File: config.mk
export PLATFORM = sky130hd
export DESIGN_NAME = cache_fill_fsm
export DESIGN_NICKNAME = d
export VERILOG_FILES = /design/src/rtl/cache_fill_fsm.sv
export SDC_FILE = /design/constraint.sdc
export NUM_CORES = 1
export LEC_CHECK = 0
export CAP_MARGIN = 20
export CORE_UTILIZATION = 39
export CTS_CLUSTER_DIAMETER = 50
export DETAILED_ROUTE_END_ITERATION = 10
export HOLD_SLACK_MARGIN = 0.12
export PLACE_DENSITY = 0.88
export SYNTH_ARGS = -nofsm -noshare
export SYNTH_HDL_FRONTEND = slang
export SYNTH_SLANG_ARGS = --single-unit
File: constraint.sdc
create_clock -name clk -period 5.86 [get_ports clk]
set_clock_uncertainty 0.1 [all_clocks]
set_input_delay 1.465 -clock clk [delete_from_list [all_inputs] [get_ports clk]]
set_output_delay 1.465 -clock clk [all_outputs]
set_load 0.01 [all_outputs]
File: src/rtl/cache_fill_fsm.sv
`default_nettype none
// ============================================================================
// Module      : cache_fill_fsm
// Description : Miss/fill and LRU-refresh controller for a 2-way set-associative
//               cache. Picks the victim from the LRU array, fetches the block
//               word by word, writes data and tag arrays, then updates LRU.
// Revision    : 1.0 - initial release
// ============================================================================
module cache_fill_fsm #(
    parameter int SETS        = 64,
    parameter int WORDS       = 8,
    parameter int MEM_LATENCY = 4
) (
    input  logic                       clk,
    input  logic                       rst,
    input  logic                       hit,
    input  logic                       hit_way,
    input  logic                       miss,
    input  logic [$clog2(SETS)-1:0]    set_index,
    input  logic [15:0]                miss_addr,
    input  logic                       block0_isLRU,
    input  logic                       mem_data_valid,
    input  logic [15:0]                mem_data,
    output logic                       stall,
    output logic                       mem_en,
    output logic [15:0]                mem_addr,
    output logic                       data_we,
    output logic                       data_way,
    output logic [$clog2(WORDS)-1:0]   data_word,
    output logic [15:0]                data_wdata,
    output logic                       tag_we,
    output logic                       lru_we,
    output logic [SETS-1:0]            lru_set_en,
    output logic                       lru_block,
    output logic                       fill_done
);

    localparam int c_set_w = $clog2(SETS);
    localparam int c_cnt_w = $clog2(WORDS);
    localparam int c_off_w = c_cnt_w + 1;
    localparam logic [c_cnt_w-1:0] c_last = c_cnt_w'(WORDS - 1);

    typedef enum logic [1:0] {
        S_IDLE   = 2'd0,
        S_FETCH  = 2'd1,
        S_DRAIN  = 2'd2,
        S_UPDATE = 2'd3
    } state_t;

    state_t                 r_state;
    logic [c_set_w-1:0]     r_set;
    logic [15-c_off_w:0]    r_block;
    logic                   r_victim;
    logic [c_cnt_w-1:0]     r_issue_cnt;
    logic [c_cnt_w-1:0]     r_recv_cnt;

    logic w_idle;
    logic w_update;
    logic w_hit_upd;
    logic w_recv;

    assign w_idle    = (r_state == S_IDLE);
    assign w_update  = !rst && (r_state == S_UPDATE);
    assign w_hit_upd = !rst && w_idle && hit && !miss;
    assign w_recv    = !rst && !w_idle && mem_data_valid;

    always_comb begin
        stall      = !rst && (!w_idle || miss);
        mem_en     = !rst && (r_state == S_FETCH);
        mem_addr   = '0;
        data_we    = 1'b0;
        data_way   = 1'b0;
        data_word  = '0;
        data_wdata = '0;
        tag_we     = 1'b0;
        lru_we     = 1'b0;
        lru_set_en = '0;
        lru_block  = 1'b0;
        fill_done  = 1'b0;

        // Word offset comes straight from the counter, so the address never
        // carries out of the block.
        if (mem_en) begin
            mem_addr = {r_block, r_issue_cnt, 1'b0};
        end
        if (w_recv) begin
            data_we    = 1'b1;
            data_way   = r_victim;
            data_word  = r_recv_cnt;
            data_wdata = mem_data;
        end
        if (w_update) begin
            tag_we     = 1'b1;
            data_way   = r_victim;
            fill_done  = 1'b1;
            lru_we     = 1'b1;
            lru_set_en = SETS'(1) << r_set;
            lru_block  = ~r_victim;
        end else if (w_hit_upd) begin
            lru_we     = 1'b1;
            lru_set_en = SETS'(1) << set_index;
            lru_block  = ~hit_way;
        end
    end

    always_ff @(posedge clk) begin
        if (rst) begin
            r_state     <= S_IDLE;
            r_set       <= '0;
            r_block     <= '0;
            r_victim    <= 1'b0;
            r_issue_cnt <= '0;
            r_recv_cnt  <= '0;
        end else begin
            case (r_state)
                S_IDLE: begin
                    if (miss) begin
                        r_state     <= S_FETCH;
                        r_set       <= set_index;
                        r_block     <= miss_addr[15:c_off_w];
                        r_victim    <= ~block0_isLRU;
                        r_issue_cnt <= '0;
                        r_recv_cnt  <= '0;
                    end
                end
                S_FETCH: begin
                    if (r_issue_cnt == c_last) begin
                        r_state <= S_DRAIN;
                    end else begin
                        r_issue_cnt <= r_issue_cnt + c_cnt_w'(1);
                    end
                end
                S_DRAIN:  r_state <= S_DRAIN;
                S_UPDATE: r_state <= S_IDLE;
                default:  r_state <= S_IDLE;
            endcase

            // Last returned word overrides the FETCH->DRAIN move (zero-latency memory).
            if (w_recv && r_state != S_UPDATE) begin
                if (r_recv_cnt == c_last) begin
                    r_state <= S_UPDATE;
                end else begin
                    r_recv_cnt <= r_recv_cnt + c_cnt_w'(1);
                end
            end
        end
    end

    // A return can never overtake the request it answers.
    always_ff @(posedge clk) begin
        if (!rst && r_state == S_FETCH && mem_data_valid) begin
            assert (MEM_LATENCY == 0 ? (r_recv_cnt <= r_issue_cnt) : (r_recv_cnt < r_issue_cnt));
        end
    end

endmodule
`default_nettype wire
==> run summary, run 1 <==
status - completed
die outline width - 77.0 microns
dpl hpwl - 6.24 mm
gr usage total - 26.2%
Cell Area, Synth - 2190 sq um
Routed Antenna Nets - 0
Post-CTS Resized - 0
peak supply drop - 0.149 mV
Worst R2R Path Depth - 4
gpl congestion - 0.918
full die area - 5930 sq um
most frequent cells in the layout - clkdlybuf4s50_1, o22ai_1, nand2_1
root buf cell - clkbuf_8
routed vias/inst - 5.79
max_cap viols - 0
final period utilization - 93.3%
ys async rst share - 0%
hold path startpoint - r_block[5]
largest net degree at the start of global routing - 24
Synth top area share - 24.6%
Req. time, crit path - 4300 ps
final slew viol count - 0
Setup TNS - 0 ps
CTS H-tree lvls - 1
r2r setup slk - 4010 ps
Leakage - 1.18 nW
global-route wire length before repair - 12.9 mm
fillers - 465
total gr overflow - 0
Cell Pwr Density - 114 nW/um^2
Max stage delay on crit path - 590 ps
Data arrival, critical path - 3900 ps
CP max FO - 16
Core Area - 5270 sq um
unrepaired setup endpoints after global routing - false
worst-path cell chain - clkdlybuf4s50_1 > and3b_1 > nand3_1 > o22ai_1 > clkdlybuf4s50_1
Sequential Area - 541 sq um
Final Hold Viols - 0
fraction of layout instances using a drive strength above 1 - 5.05%
Initial Utilization - 41.6%
EDFF count, synth - 0
# rows - 26
initial antenna violation count - 0
Worst setup EP type - primary output
worst slew pin tran - 933 ps
cell area after layout - 3680 sq um
WS Path Type - in -> out
Post-CTS Hold Buffers - 0
CTS tree - yes
CTS max path bufs - 2
clk_lat worst skew - 270 ps
sequential fraction of the synthesis area - 24.6%
vias after detailed routing - 2929
Startpoint Class - primary input
Critical Path Slowest Stage Cell - clkdlybuf4s50_1
Worst path most repeated cell - clkdlybuf4s50_1
post-CTS setup buffer count - 0
Synth Flop Type - dfxtp_1
total wire length - 8.10 mm
reg-to-reg startpoint - r_state[1]
Endpoint, Worst Hold - r_block[5]
syn nets - 359
DRT iter0 DRCs - 280
Tmin final - 5470 ps
Buffers on Ports - 146
max_slew headroom - 37.6%
Finished Core Util - 69.8%
hold path cells - 2
clk slew on worst S/H paths - 90 ps
Die Y - 77.0 microns
capture point of the worst reg-to-reg path - r_recv_cnt[2]
routed length per instance - 16.0 microns
final setup violating endpoints - 0
Layout area overhead - 67.5%
Synthesis Warnings - 0
number of global-route vias before repair - 2665
Hold/Removal Path Class - reg -> reg
Synth cell types - 40
Num CTS Buffers - 3
synthesized flop and latch total - 27
top post-synthesis cells by area - dfxtp_1, o22ai_1, and2_1, nand2_1, a21oi_1
DRC Markers - 0
syn_area_per_cell - 7.08 sq um
Post-DP Area - 3630 sq um
total clock sinks - 27
boundary pin count - 152
commonest non-fill, non-tap cell in the layout - clkdlybuf4s50_1
cells after synthesis - 310
Yosys top cell by area - dfxtp_1
nets - 486
drt pass-1 iters - 5
antenna cells - 0
Max Freq - 183 MHz
area of the multi-input gates - 1510 sq um
-- power by group --
group	internal (W)	switching, W	leakage, nW	total, W
registers	0.000194	0.0000108	0.221	0.000205
clock network	0.0000486	0.0000556	0.0228	0.000104
logic	0.0000558	0.0000556	0.940	0.000111
-- layout make-up --
class | count | area share, %
sequential | 27 | 14.7
clock buffer | 4 | 1.23
timing repair buffer | 150 | 40.6
tap | 70 | 2.38
multi-input combinational | 255 | 41.1
-- Yosys cell counts, types with 6 or more instances --
master / number
a21oi_1: 24
and2_1: 34
buf_2: 14
clkbuf_1: 8
dfxtp_1: 27
nand2_1: 52
nand2b_1: 6
nand3_1: 15
nor2_1: 9
o22ai_1: 64
-- logic make-up after synthesis --
group,count (synthesis),synth area share (%)
flip-flops,27,24.6
buffers and inverters,28,6.50
AO/OA/AOI/OAI,93,25.7
multiplexers,3,1.48
other,1,0.171
adder cells (fa/ha/maj),4,2.28
XOR/XNOR,1,0.399
AND/OR/NAND/NOR,153,38.9
-- sequential cells by signal, indices dropped and copies added, names as in the netlist --
register     cells
r_state          2
r_recv_cnt       3
r_block         12
r_victim         1
r_set            6
r_issue_cnt      3
-- per-stage QoR --
| stage | power [W] | hold slack, ps | setup slack [ps] | std cells |
|---|---|---|---|---|
| floorplan | 0.000265 | 332 | 1730 | 310 |
| global placement | 0.000315 | 337 | 486 | 502 |
| detailed placement | 0.000319 | 343 | 461 | 502 |
| CTS | 0.000422 | 355 | 452 | 506 |
| global route | 0.000443 | 378 | 317 | 506 |
| finish | 0.000420 | 354 | 391 | 506 |
-- per-layer routing --
metal	routed length (microns)	GRT usage [%]	vias to the layer above
met5	0	0	-
met4	179	8.87	0
met3	657	3.10	20
met2	4030	47.3	186
met1	3230	31.7	1330
li1	-	-	1393
-- worst max-delay path: cells and delay by family --
family	cells	cell delay, ps
buf+inv	2	1060
simple gates	2	940
compound gates	1	430
-- how the worst max path moves through the flow --
| stage | from | to | slack [ps] | cells past startpoint |
|---|---|---|---|---|
| 3_5_place_dp | rst | lru_set_en[62] | 460 | 5 |
| 6_report | rst | lru_set_en[62] | 390 | 5 |
| 4_1_cts | rst | lru_set_en[62] | 450 | 5 |
| 3_3_place_gp | rst | lru_set_en[56] | 490 | 5 |
| 5_1_grt | rst | lru_set_en[62] | 320 | 5 |
| 2_1_floorplan | rst | lru_set_en[58] | 1730 | 6 |
Note: power is estimated with default switching activity, not from simulation.
==> run 2, diff against run 1 <==
CORE_ASPECT_RATIO = 0.5   (was unset)
MAX_ROUTING_LAYER = met4   (was unset)
==> run 2 against run 1 <==
  * Power increased by 3.8%
  * Maximum frequency decreased by 3.8%
  * Worst setup slack got worse by 210 ps
  * Clock power increased by 14%
  * Sequential cell count unchanged
  * Global-route usage increased by 1.3 points
  * Critical path depth unchanged
  * Count of clock-buffer cells in the layout decreased by 1
  * First-iteration DRC count decreased by 7.1%
  * Routed wire length increased by 2.4%
  * Combinational power about the same
  * Critical path type unchanged
  * Largest cell class unchanged
  * Largest power group unchanged
==> run summary, run 2 (synthesis results as in run 1) <==
reg-to-reg startpoint - r_recv_cnt[0]
Post-DP Area - 3630 sq um
final slew viol count - 0
full die area - 5950 sq um
Initial Utilization - 42.6%
clk_lat worst skew - 290 ps
dpl hpwl - 6.30 mm
Sequential Area - 541 sq um
final period utilization - 97.0%
Die Y - 55.0 microns
Reg with most FFs - r_block
number of global-route vias before repair - 2680
CTS max path bufs - 2
die outline width - 108 microns
CTS tree - yes
antenna cells - 0
clock power share - 27.3%
routed vias/inst - 5.84
area of the multi-input gates - 1510 sq um
top flop regs - r_block (12), r_set (6)
r2r setup slk - 4130 ps
Worst setup EP type - primary output
Cell Pwr Density - 118 nW/um^2
max_cap viols - 0
Post-CTS Hold Buffers - 0
drt pass-1 iters - 5
switch share - 31.2%
sequential share of power - 46.9%
final setup violating endpoints - 0
total clock sinks - 27
routed length per instance - 16.4 microns
status - completed
CP max FO - 16
largest net degree at the start of global routing - 24
Layout area overhead - 67.7%
Logic pwr share - 25.8%
most frequent cells in the layout - clkdlybuf4s50_1, o22ai_1, nand2_1
Routed Antenna Nets - 0
worst slew pin tran - 926 ps
gpl congestion - 0.901
max_slew headroom - 38.0%
peak supply drop - 0.0976 mV
P_sw - 0.000136 W
Max Freq - 176 MHz
commonest non-fill, non-tap cell in the layout - clkdlybuf4s50_1
Req. time, crit path - 4300 ps
Buffers on Ports - 146
fraction of layout instances using a drive strength above 1 - 5.28%
Leakage - 1.19 nW
Worst R2R Path Depth - 4
DRC Markers - 0
Startpoint Class - primary input
global-route wire length before repair - 12.5 mm
cell area after layout - 3680 sq um
final setup margin - 178 ps
Endpoint, Worst Hold - r_block[5]
# rows - 18
Final Hold Viols - 0
post-CTS setup buffer count - 0
Tmin final - 5680 ps
hold path startpoint - r_block[5]
P_int - 0.000300 W
initial antenna violation count - 0
Num CTS Buffers - 3
Tot Pwr - 0.000436 W
CTS H-tree lvls - 1
clk slew on worst S/H paths - 110 ps
root buf cell - clkbuf_8
WS Path Type - in -> out
Data arrival, critical path - 4120 ps
total wire length - 8.30 mm
Hold/Removal Path Class - reg -> reg
DRT iter0 DRCs - 260
boundary pin count - 152
vias after detailed routing - 2954
hold path cells - 2
Setup TNS - 0 ps
nets - 486
Post-CTS Resized - 0
gr usage total - 27.5%
capture point of the worst reg-to-reg path - r_recv_cnt[1]
dpl ws - 285 ps
max reg flops - 12
Core Area - 5160 sq um
unrepaired setup endpoints after global routing - false
fillers - 416
total gr overflow - 0
run 2: changes by cell type in the layout (fill, tap and decap cells not counted), sizes merged:
cell | previous run | this run
inv | 0 | 1
clkbuf | 4 | 3
run 2: metal layers:
layer / GRT usage, % / part of all wire (%)
met4: 12.8 / 1.7
met5: - / 0
met3: 3.63 / 8.1
met2: 50.1 / 51
met1: 31.3 / 40
run 2: power by group through the flow:
stage | Clock [W] | Combinational (W) | Sequential, W
floorplan | 0 | 0.0000608 | 0.000204
global placement | 0 | 0.000106 | 0.000207
detailed placement | 0 | 0.000111 | 0.000209
CTS | 0.000117 | 0.000111 | 0.000204
global route | 0.000126 | 0.000122 | 0.000207
finish | 0.000119 | 0.000113 | 0.000205
run 2: area by class of cell:
type                    count  share of cell area, %
flip-flops and latches     27                   14.7
well taps                  70                   2.38
clock buffers               3                   1.12
clock inverters             1                  0.238
repair buffers            150                   40.5
multi-input cells         255                   41.1
run 2: worst max-delay path by stage:
stage | from | slack [ps] | cells after the start | end
floorplan | rst | 1730 | 6 | lru_set_en[58]
global placement | rst | 370 | 5 | lru_set_en[62]
detailed placement | rst | 290 | 5 | lru_set_en[39]
CTS | rst | 280 | 5 | lru_set_en[39]
global route | rst | 70 | 5 | lru_set_en[57]
finish | rst | 180 | 5 | lru_set_en[39]
run 2: through the flow:
stage                     hold WS [ps]  instances  utilization (%)
final                              364        506             71.4
after global routing               387        506             71.4
after CTS                          359        506             71.4
after detailed placement           344        502             70.4
after global placement             339        502             70.4
after floorplan                    332        310                -
run 2: critical path, cell delays in order:
cell and delay [ps]:
clkdlybuf4s50_1 640, and3b_1 460, nand3b_1 550, o22ai_1 400
clkdlybuf4s50_1 600
